$ cat src/rtl/sm_snapshot_pkg.sv
// Shared types and default sizes for the frame-coherent register snapshot block.
// Build option: SM_SNAPSHOT_DBLBUF_EN selects a double-buffered shadow store.
package sm_snapshot_pkg;

  typedef enum logic {
    SNAP_IDLE = 1'b0,
    SNAP_SCAN = 1'b1
  } snap_state_e;

  localparam int SNAP_REG_CNT = 32;
  localparam int SNAP_ADDR_W  = 5;
  localparam int SNAP_DATA_W  = 32;

endpackage

$ cat src/rtl/sm_snapshot_ram.sv
// Simple dual-port shadow RAM: one synchronous write port, one registered read port.
// The read register can be forced to zero so masked/reset output needs no extra stage.
module sm_snapshot_ram #(
  parameter int DEPTH  = 32,
  parameter int AW     = 5,
  parameter int DATA_W = 32
) (
  input  logic              clk,
  input  logic              we,
  input  logic [AW-1:0]     waddr,
  input  logic [DATA_W-1:0] wdata,
  input  logic [AW-1:0]     raddr,
  input  logic              rd_clr,
  output logic [DATA_W-1:0] rdata
);

  logic [DATA_W-1:0] mem [DEPTH];

  always_ff @(posedge clk) begin
    if (we) mem[waddr] <= wdata;
  end

  always_ff @(posedge clk) begin
    if (rd_clr) rdata <= '0;
    else        rdata <= mem[raddr];
  end

endmodule

$ cat src/rtl/sm_reg_snapshot.sv
// Scans all CPU registers into a shadow store on each frame start and serves the screen from it.
// Build option: SM_SNAPSHOT_DBLBUF_EN adds a back bank swapped atomically when a scan completes.
module sm_reg_snapshot
  import sm_snapshot_pkg::*;
#(
  parameter int REG_CNT = SNAP_REG_CNT,
  parameter int ADDR_W  = SNAP_ADDR_W,
  parameter int DATA_W  = SNAP_DATA_W
) (
  input  logic              clk,
  input  logic              rst,
  input  logic              frame_start,
  output logic [ADDR_W-1:0] cpu_addr,
  input  logic [DATA_W-1:0] cpu_data,
  input  logic [ADDR_W-1:0] scr_addr,
  output logic [DATA_W-1:0] scr_data,
  output logic              busy,
  output logic              snap_valid,
  output logic              overrun
);

`ifdef SM_SNAPSHOT_DBLBUF_EN
  localparam int RAM_AW = ADDR_W + 1;
  logic bank_sel;
`else
  localparam int RAM_AW = ADDR_W;
`endif

  snap_state_e       state;
  logic [ADDR_W-1:0] k;
  logic              last;
  logic              we;
  logic [RAM_AW-1:0] waddr;
  logic [RAM_AW-1:0] raddr;

  // The scan counter doubles as the CPU read address; it rests at 0 while idle.
  assign cpu_addr = k;
  assign last     = (k == ADDR_W'(REG_CNT - 1));
  assign we       = (state == SNAP_SCAN) && !rst;

`ifdef SM_SNAPSHOT_DBLBUF_EN
  assign waddr = {~bank_sel, k};
  assign raddr = {bank_sel, scr_addr};
`else
  assign waddr = k;
  assign raddr = scr_addr;
`endif

  always_ff @(posedge clk) begin
    if (rst) begin
      state      <= SNAP_IDLE;
      k          <= '0;
      busy       <= 1'b0;
      snap_valid <= 1'b0;
      overrun    <= 1'b0;
`ifdef SM_SNAPSHOT_DBLBUF_EN
      bank_sel   <= 1'b0;
`endif
    end else begin
      case (state)
        SNAP_IDLE: begin
          if (frame_start) begin
            state <= SNAP_SCAN;
            busy  <= 1'b1;
            k     <= '0;
          end
        end
        SNAP_SCAN: begin
          // A request on the completion edge is still an overrun, never a restart.
          if (frame_start) overrun <= 1'b1;
          k <= k + ADDR_W'(1);
          if (last) begin
            state      <= SNAP_IDLE;
            busy       <= 1'b0;
            snap_valid <= 1'b1;
            k          <= '0;
`ifdef SM_SNAPSHOT_DBLBUF_EN
            bank_sel   <= ~bank_sel;
`endif
          end
        end
        default: state <= SNAP_IDLE;
      endcase
    end
  end

  // Until a full snapshot exists the store may hold stale or partial data, so the read is forced to 0.
  sm_snapshot_ram #(
    .DEPTH  (1 << RAM_AW),
    .AW     (RAM_AW),
    .DATA_W (DATA_W)
  ) u_ram (
    .clk    (clk),
    .we     (we),
    .waddr  (waddr),
    .wdata  (cpu_data),
    .raddr  (raddr),
    .rd_clr (rst || !snap_valid),
    .rdata  (scr_data)
  );

endmodule

$ cat config.mk
export PLATFORM = sky130hd
export DESIGN_NAME = sm_reg_snapshot
export DESIGN_NICKNAME = d
export VERILOG_FILES = /design/src/rtl/sm_snapshot_pkg.sv /design/src/rtl/sm_snapshot_ram.sv /design/src/rtl/sm_reg_snapshot.sv
export SDC_FILE = /design/constraint.sdc
export NUM_CORES = 1
export LEC_CHECK = 0
export ABC_CLOCK_PERIOD_IN_PS = 2800
export CORE_UTILIZATION = 37
export DETAILED_ROUTE_END_ITERATION = 6
export GPL_TIMING_DRIVEN = 1
export HOLD_SLACK_MARGIN = 0.02
export PLACE_DENSITY = 0.54
export SLEW_MARGIN = 30
export SYNTH_ARGS = -nofsm -noshare
export SYNTH_HDL_FRONTEND = slang
export SYNTH_SLANG_ARGS = --single-unit
export TNS_END_PERCENT = 20
$ cat constraint.sdc
create_clock -name clk -period 2.8 [get_ports clk]
set_clock_uncertainty 0.05 [all_clocks]
set_input_delay 0.28 -clock clk [delete_from_list [all_inputs] [get_ports clk]]
set_output_delay 0.28 -clock clk [all_outputs]
set_load 0.005 [all_outputs]
==> reports/qor.yml, run 1 <==
coreArea_sq_um: 107700
p_leak_nw: 15.39
place_ws_ps: 288.6
rsz0062_at_grt: "false"
clkTransAtPathRegs_ps: 60
slew_viol_final: 0
worstPathCellList: "clkdlybuf4s50_1"
grt_max_degree: 41
drive_gt1_share_pct: 29.64
final_nets: 2084
slew_headroom_pct: 39.33
crit_path_top_delay_cell: "dfxtp_1"
powerDensity_nw_per_um2: 700.4
area.growth.synth_to_final_pct: 19.11
ir_drop_v: 0.0004552
start_util_pct: 37.54
tightest_slew_ps: 907.9
drt_iter0_drc: 1684
seqPwrFrac_pct: 51.9
hold_viol_final: 0
synth_edf_count: 1024
post_cts_buffers: 0
use_met3_pct: 3.102
port_buffers: 79
antenna_found_initial: 2
postSynthCellCount: 1782
max_cap_viol_count: 0
h-tree-depth: 3
crit_path_end_kind: "output pin"
fin_crit_sh_pct: 82.88
cpPeakStageDelay_ps: 700
power_mw: 33.72
synth_cell_types: 39
switching_share_pct: 20.21
holdCritStartpoint: "cpu_data[28]"
drt_wl_total_mm: 103.0
synth_area_leaders: "edfxtp_1 76%, mux4_2 12%, mux2i_1 3.2%"
async_flop_share_pct: 0
cp_top_family: "flip-flops"
cp.arrival_ps: 1990
io_pins: 80
grt_pass1_wl_mm: 147.2
clockRootBuffer: "clkbuf_16"
clock_latency_ps: 680
post-route-min-period_ps: 2321
hold_buffers: 0
grt_pass1_vias: 20310
dr_total_vias: 19340
via_per_inst: 5.471
reg2reg_from: "cpu_addr[0]$_SDFFE_PP0P_"
ant_nets: 0
clock_sinks: 1065
gr-total-overflow: 0
cts_buffer_depth: 3
synth_nets: 1828
post_drt_wl_per_cell_um: 29.15
fmax_mhz: 430.9
yosysMostFrequentCell: "edfxtp_1"
crit_start: "cpu_addr[2]$_SDFFE_PP0P_"
combPwrFrac_pct: 4.4
setup_violations: 0
outcome: "complete, no violations"
p_sw_mw: 6.814
reg2reg_slack_ps: 660
yosysTopAreaCell: "edfxtp_1"
p_clk_share_pct: 43.7
synth_top_flop_cell: "edfxtp_1"
n_fill_cell: 8982
met2_usage_pct: 30.35
required_ps: 2470
synth_commonest_cells: "1024 x edfxtp_1, 224 x mux4_2, 128 x mux2i_1, 47 x nor2_1, 41 x dfxtp_1"
die_w_um: 332.5
row_count: 120
synth_seq_cells: 1065
dp_hpwl_mm: 60.89
cts_tree: "yes"
syn_avg_cell_area_sq_um: 22.68
die_area_sq_um: 110600
post-synth-top-area-fraction_pct: 76.08
yosysWarnings: 0
postCtsResizedCells: 0
path_class: "reg -> out"
top_usage_layer: "met2"
hold_class: "in -> reg"
yosysSeqAreaShare_pct: 78.11
die_h_um: 332.5
worstPathBufferInverterCount: 1
fin_util_pct: 44.72
syn-cell-area_sq_um: 40420
grtUsageMet1_pct: 25.88
whs_ps: 90.34
gr-usage-all-layers_pct: 18.65
cts_buffers: 106
p_int_mw: 26.90
tns_ps: 0
fin_ws_ps: 479.4
start_kind: "register"
cp_max_fo: 14
drc: 0
first_pass_iters: 7
gp_congestion: 0.7765
## per-stage QoR
stage / area (sq um) / cells
5_1_grt: 48130 / 3532
4_1_cts: 48140 / 3532
3_5_place_dp: 44500 / 3333
2_1_floorplan: 40420 / 1782
3_3_place_gp: 44500 / 3333
6_report: 48140 / 3535
## sequential cells by signal, indices dropped and copies added, names as in the netlist
register and count:
u_ram.mem 1024, snap_valid 1, u_ram.rdata 32, busy 1, state 1, overrun 1
cpu_addr 5
## final timing paths
kind                                      to  depth (start not counted)
hold / removal    u_ram.mem[3][28]$_DFFE_PP_                          1
setup reg to reg    cpu_addr[2]$_SDFFE_PP0P_                          6
hold reg to reg         overrun$_SDFFE_PP0P_                          2
setup / recovery                 cpu_addr[2]                          1
## cell usage in the layout, fill, tap and decap left out, types with 24 or more instances in the layout
cell / instances
edfxtp_1: 1024
clkbuf_16: 106
buf_4: 124
o21ai_1: 24
a22oi_1: 32
a221oi_2: 24
clkbuf_1: 28
clkdlybuf4s50_1: 73
mux4_2: 224
buf_12: 50
dfxtp_1: 41
a221o_1: 32
mux2i_1: 128
nor2_4: 34
a31oi_1: 33
## power by group through the flow
stage | Clock (mW) | Sequential, mW | Combinational, mW
5_1_grt | 15.6 | 17.5 | 1.58
2_1_floorplan | 0 | 17.8 | 0.786
3_5_place_dp | 0 | 17.8 | 1.51
4_1_cts | 15.0 | 17.5 | 1.51
3_3_place_gp | 0 | 17.8 | 1.48
6_report | 14.7 | 17.5 | 1.48
## area by class of cell
class	count	area [sq um]	area share (%)
Timing Repair Buffer	252	2708	5.624
Tap cell	1403	1755	3.647
Clock buffer	148	2950	6.129
Clock inverter	51	689.4	1.432
Multi-Input combinational cell	610	8446	17.54
Inverter	3	13.76	0.02859
Antenna cell	3	7.507	0.01559
Sequential cell	1065	31570	65.58
## cell families after synthesis
family	after synthesis	synth area share, %
simple gates	86	0.9597
flops	1065	78.11
mux	352	15.65
buf+inv	107	1.665
fa+ha+maj	6	0.1857
compound gates	166	3.427
## per-layer routing
metal / up-vias / wire, um
met1: 10550 / 44970
li1: 8125 / -
met2: 542 / 50320
met3: 115 / 5519
met5: - / 27
met4: 4 / 2201
Power figures use the tool's default switching activity.
==> inputs of run 2 (changes only) <==
--- a/config.mk
+++ b/config.mk
@@ -5,12 +5,12 @@
 export SDC_FILE = /design/constraint.sdc
 export NUM_CORES = 1
 export LEC_CHECK = 0
-export ABC_CLOCK_PERIOD_IN_PS = 2800
+export ABC_CLOCK_PERIOD_IN_PS = 2300
 export CORE_UTILIZATION = 37
 export DETAILED_ROUTE_END_ITERATION = 6
 export GPL_TIMING_DRIVEN = 1
 export HOLD_SLACK_MARGIN = 0.02
-export PLACE_DENSITY = 0.54
+export PLACE_DENSITY = 0.52
 export SLEW_MARGIN = 30
 export SYNTH_ARGS = -nofsm -noshare
 export SYNTH_HDL_FRONTEND = slang
==> constraint.sdc (replaced) <==
create_clock -name clk -period 2.3 [get_ports clk]
set_clock_uncertainty 0.05 [all_clocks]
set_input_delay 0.23 -clock clk [delete_from_list [all_inputs] [get_ports clk]]
set_output_delay 0.23 -clock clk [all_outputs]
set_load 0.005 [all_outputs]
==> reports/qor.yml, run 2 (synthesis results as in run 1) <==
die_area_sq_um: 110600  # unchanged
io_pins: 80  # unchanged
m1WireLength_mm: 45.55  # +1.3%
cp_top_family: "buffers and inverters"
cts_tree: "yes"
cp.arrival_ps: 1850  # -140 ps
slew_viol_final: 0  # unchanged
max_cap_viol_count: 0  # unchanged
rsz0062_at_grt: "false"
route.met2.wl_mm: 49.60  # -1.4%
placed_cells: 3389  # +1.7%
worstPathCellList: "buf_4, clkdlybuf4s50_1"
die_w_um: 332.5  # unchanged
path_class: "reg -> out"
gr-usage-all-layers_pct: 18.66  # about the same
top_layer_used: "met4"
ir_drop_v: 0.0006999  # +54%
grt_pass1_vias: 20570  # +1.3%
fin_util_pct: 45.31  # +0.59 points
tns_ps: 0  # unchanged
port_buffers: 79  # unchanged
cp_max_fo: 6  # -8
clock_latency_ps: 670  # about the same
worstPathBufferInverterCount: 2  # +1
fmax_mhz: 469.1
start_kind: "register"
area.growth.synth_to_final_pct: 20.68
crit_path_end_kind: "output pin"
grt_max_degree: 43  # +4.9%
combPwrFrac_pct: 4.8  # +0.4 points
setup_violations: 0  # unchanged
gr-total-overflow: 0  # unchanged
outcome: "complete, no violations"
seqPwrFrac_pct: 52.7  # +0.8 points
row_count: 120  # unchanged
required_ps: 2020  # -450 ps
cts_buffers: 110  # +3.8%
wl_met3_mm: 5.847  # +5.9%
clockRootBuffer: "clkbuf_16"
n_fill_cell: 8936  # -0.51%
largest_register: "u_ram.mem"
layout_commonest_cell: "edfxtp_1"
first_pass_iters: 5  # -2
coreArea_sq_um: 107700  # unchanged
post_drt_wl_per_cell_um: 28.49  # -2.2%
final_cell_mix: "1024 x edfxtp_1, 224 x mux4_2, 153 x buf_4"
whs_ps: 151.4  # +61.03 ps
p_sw_mw: 8.515  # +25%
p_int_mw: 31.88  # +18%
fin_crit_sh_pct: 92.69
post-route-min-period_ps: 2132
antenna_found_initial: 6  # +4
clock_sinks: 1065  # unchanged
drc: 0  # unchanged
ant_nets: 0  # unchanged
clkTransAtPathRegs_ps: 60  # about the same
dr_total_vias: 19480  # +0.73%
largest_reg_flops: 1024  # unchanged
slew_headroom_pct: 38.33  # -1.0 points
cpPeakStageDelay_ps: 510  # -190 ps
hold_viol_final: 0  # unchanged
final_nets: 2145  # +2.9%
die_h_um: 332.5  # unchanged
tightest_slew_ps: 923.1  # +15.16 ps
drive_gt1_share_pct: 31.92  # +2.3 points
drt_wl_total_mm: 102.5  # -0.53%
p_leak_nw: 15.71  # +2.1%
switching_share_pct: 21.08  # +0.87 points
start_util_pct: 37.54  # unchanged
finalNonFillerCells: 3597  # +1.8%
gp_congestion: 0.7689  # -0.98%
powerDensity_nw_per_um2: 828.1  # +18%
grt_pass1_wl_mm: 148.8  # +1.1%
cts_buffer_depth: 3  # unchanged
hold_class: "in -> reg"
crit_path_top_delay_cell: "dfxtp_1"
p_clk_share_pct: 42.5  # -1.2 points
via_per_inst: 5.416  # -1.0%
drt_iter0_drc: 1695  # +0.65%
dp_hpwl_mm: 63.08  # +3.6%
h-tree-depth: 3  # unchanged
[run 2: cell count changes in the layout (fill, tap and decap cells not counted), moves of 7 or more]
cell        change
buf_4          +29
buf_12         +27
clkbuf_1       -15
clkinv_2       +14
bufinv_16      -10
clkinv_1       +10
clkinvlp_4      +7
[run 2: metrics by stage]
| stage | total power, mW | setup WS (ps) | cell area [sq um] |
|---|---|---|---|
| after floorplan | 22.67 | -467.3 | 40450 |
| after global placement | 23.63 | -52.49 | 45260 |
| after detailed placement | 23.66 | -58.04 | 45260 |
| after CTS | 40.76 | 18.16 | 48770 |
| after global routing | 41.65 | 16.64 | 48770 |
| final | 40.39 | 168.0 | 48780 |
[run 2: layout make-up]
type / count / area [sq um] / share of cell area (%)
Tap cell: 1403 / 1755 / 3.599
Timing Repair Buffer: 309 / 3481 / 7.136
Antenna cell: 1 / 2.502 / 0.005130
Multi-Input combinational cell: 610 / 8446 / 17.32
Clock inverter: 74 / 568.0 / 1.165
Inverter: 3 / 13.76 / 0.02822
Sequential cell: 1065 / 31570 / 64.73
Clock buffer: 132 / 2937 / 6.021
[run 2: final timing paths]
check	from	to	slack [ps]	depth (start not counted)
worst max-delay path	cpu_addr[4]$_SDFFE_PP0P_	cpu_addr[4]	170	2
worst min-delay path	scr_addr[4]	u_ram.rdata[24]$_SDFF_PP0_	150	3
worst max register to register	cpu_addr[0]$_SDFFE_PP0P_	cpu_addr[2]$_SDFFE_PP0P_	190	6
worst min register to register	overrun$_SDFFE_PP0P_	overrun$_SDFFE_PP0P_	430	2
[run 2: worst min-delay path: cells and delay by family]
| family | cells | cell delay [ps] |
|---|---|---|
| buffers and inverters | 2 | 450 |
| AOI/OAI and AO/OA | 1 | 150 |
[run 2: routing by layer]
layer	vias up	GRT usage [%]
met5	-	0
met4	0	3.851
met3	92	3.393
met2	563	30.19
met1	10580	26.42
li1	8245	-
[run 2: what timing repair did]
item,4_1_cts,5_1_grt
setup buffers,0,0
hold endpoints to repair,1,0
hold buffers,1,0
gates resized for setup,0,2
setup endpoints to repair,0,2
[run 2: power by group through the flow]
stage          sequential [mW]  clock (mW)  combinational, mW
3_3_place_gp              21.7           0               1.93
6_report                  21.3        17.2               1.93
3_5_place_dp              21.7           0               1.96
4_1_cts                   21.3        17.5               1.96
2_1_floorplan             21.7           0              0.957
5_1_grt                   21.3        18.3               2.05
==> inputs of run 3 (changes only) <==
--- a/config.mk
+++ b/config.mk
@@ -10,7 +10,7 @@
 export DETAILED_ROUTE_END_ITERATION = 6
 export GPL_TIMING_DRIVEN = 1
 export HOLD_SLACK_MARGIN = 0.02
-export PLACE_DENSITY = 0.52
+export PLACE_DENSITY = 0.53
 export SLEW_MARGIN = 30
 export SYNTH_ARGS = -nofsm -noshare
 export SYNTH_HDL_FRONTEND = slang
==> reports/qor.yml, run 3 (synthesis results as in run 1) <==
die_h_um: 332.5  # unchanged
clock_sinks: 1065  # unchanged
postCtsResizedCells: 0  # unchanged
die_w_um: 332.5  # unchanged
clockRootBuffer: "clkbuf_16"
cts_buffers: 107  # -2.7%
gr-total-overflow: 0  # unchanged
p_leak_nw: 15.65  # -0.35%
grtUsageMet1_pct: 25.63  # -0.79 points
hold_class: "in -> reg"
path_class: "reg -> out"
required_ps: 2020  # about the same
coreArea_sq_um: 107700  # unchanged
combPwrFrac_pct: 4.6  # -0.2 points
cts_tree: "yes"
place_ws_ps: -80.11  # -22.08 ps
cp_max_fo: 7  # +1
use_met3_pct: 2.484  # -0.91 points
hold_viol_final: 0  # unchanged
start_util_pct: 37.54  # unchanged
crit_path_end_kind: "output pin"
row_count: 120  # unchanged
drt_wl_total_mm: 102.0  # -0.45%
p_clk_share_pct: 43.2  # +0.7 points
start_kind: "register"
layout_commonest_cell: "edfxtp_1"
grt_pass1_wl_mm: 146.0  # -1.8%
gp_congestion: 0.7729  # +0.52%
cts_buffer_depth: 3  # unchanged
clock_latency_ps: 680  # about the same
dr_total_vias: 19390  # -0.47%
met2_usage_pct: 30.67  # +0.48 points
fin_ws_ps: 99.97  # -68.08 ps
tightest_slew_ps: 955.3  # +32.22 ps
post-route-min-period_ps: 2200  # +68.08 ps
power_mw: 40.76  # +0.91%
clkTransAtPathRegs_ps: 60  # about the same
via_per_inst: 5.439  # +0.43%
die_area_sq_um: 110600  # unchanged
cp.arrival_ps: 1920  # +70 ps
setup_violations: 0  # unchanged
largest_reg_flops: 1024  # unchanged
largest_register: "u_ram.mem"
post_drt_wl_per_cell_um: 28.62  # +0.44%
fin_crit_sh_pct: 95.65  # +3.0 points
diodes: 0  # -1
drc: 0  # unchanged
io_pins: 80  # unchanged
whs_ps: 166.8  # +15.44 ps
powerDensity_nw_per_um2: 834.4  # +0.76%
final_nets: 2120  # -1.2%
top_usage_layer: "met2"
outcome: "complete, no violations"
area.growth.synth_to_final_pct: 20.86
ir_drop_v: 0.0006004  # -14%
final_cell_mix: "1024 x edfxtp_1, 224 x mux4_2, 128 x mux2i_1"
switching_share_pct: 20.67  # -0.42 points
p_sw_mw: 8.423  # -1.1%
grt_max_degree: 44  # +2.3%
slew_headroom_pct: 36.16  # -2.2 points
h-tree-depth: 3  # unchanged
drt_iter0_drc: 1900  # +12%
rsz0062_at_grt: "false"
first_pass_iters: 7  # +2
grt_pass1_vias: 20180  # -1.9%
antenna_found_initial: 2  # -4
drive_gt1_share_pct: 30.71  # -1.2 points
fmax_mhz: 454.5  # -3.1%
ant_nets: 0  # unchanged
seqPwrFrac_pct: 52.2  # -0.5 points
p_int_mw: 32.34  # +1.4%
dp_hpwl_mm: 62.20  # -1.4%
gr-usage-all-layers_pct: 18.43  # -0.23 points
port_buffers: 79  # unchanged
max_cap_viol_count: 0  # unchanged
slew_viol_final: 0  # unchanged
fin_util_pct: 45.38  # +0.067 points
## run 3: cell types whose count changed in the layout (fill, tap and decap cells not counted), moves of 4 or more
| cell | before | now |
|---|---|---|
| buf_12 | 77 | 90 |
| buf_4 | 153 | 118 |
| bufinv_16 | 6 | 11 |
| clkbuf_1 | 13 | 23 |
| clkbuf_8 | 8 | 12 |
| clkinv_1 | 19 | 12 |
| clkinv_2 | 33 | 20 |
| clkinvlp_4 | 7 | 2 |
## run 3: worst max-delay path: stages (launching register included)
cell and delay, ps:
dfxtp_1 500, buf_4 240, clkdlybuf4s50_1 510
## run 3: what timing repair did
item,in CTS,in global routing
hold endpoints to repair,2,0
buffers inserted,0,0
hold buffers,1,0
setup endpoints to repair,0,0
## run 3: layout make-up
| class | count | area, sq um |
|---|---|---|
| Multi-Input combinational cell | 610 | 8446 |
| Clock inverter | 54 | 630.6 |
| Timing Repair Buffer | 287 | 3478 |
| Sequential cell | 1065 | 31570 |
| Fill cell | 8971 | 58810 |
| Tap cell | 1403 | 1755 |
| Inverter | 3 | 13.76 |
| Clock buffer | 143 | 2954 |
## run 3: power by group through the flow
| stage | Sequential (mW) | Combinational (mW) | Clock [mW] |
|---|---|---|---|
| finish | 21.3 | 1.86 | 17.6 |
| global route | 21.3 | 1.98 | 18.7 |
| global placement | 21.7 | 1.86 | 0 |
| detailed placement | 21.7 | 1.89 | 0 |
| CTS | 21.3 | 1.89 | 18.0 |
| floorplan | 21.7 | 0.957 | 0 |
## run 3: path summary, 6_finish.rpt
check                           slack, ps  depth (start not counted)                     start                    endpoint
worst min-delay path                  170                          4               scr_addr[2]  u_ram.rdata[28]$_SDFF_PP0_
worst min register to register        430                          2      overrun$_SDFFE_PP0P_        overrun$_SDFFE_PP0P_
worst max register to register        260                          6  cpu_addr[0]$_SDFFE_PP0P_    cpu_addr[2]$_SDFFE_PP0P_
worst max-delay path                  100                          2  cpu_addr[4]$_SDFFE_PP0P_                 cpu_addr[4]
## run 3: per-layer routing
metal | part of all wire, % | routed length [um] | vias to the layer above
li1 | - | - | 8191
met4 | 1.9 | 1893 | 2
met1 | 44 | 44620 | 10540
met5 | 0.0098 | 10 | -
met2 | 50 | 50580 | 531
met3 | 4.8 | 4918 | 124
## run 3: through the flow
stage / area (sq um) / TNS (ps) / cells
after global placement: 45250 / -84.43 / 3367
after global routing: 48850 / 0 / 3565
after CTS: 48850 / 0 / 3565
final: 48850 / 0 / 3565
after floorplan: 40450 / -385280 / 1782
after detailed placement: 45250 / -133.6 / 3367
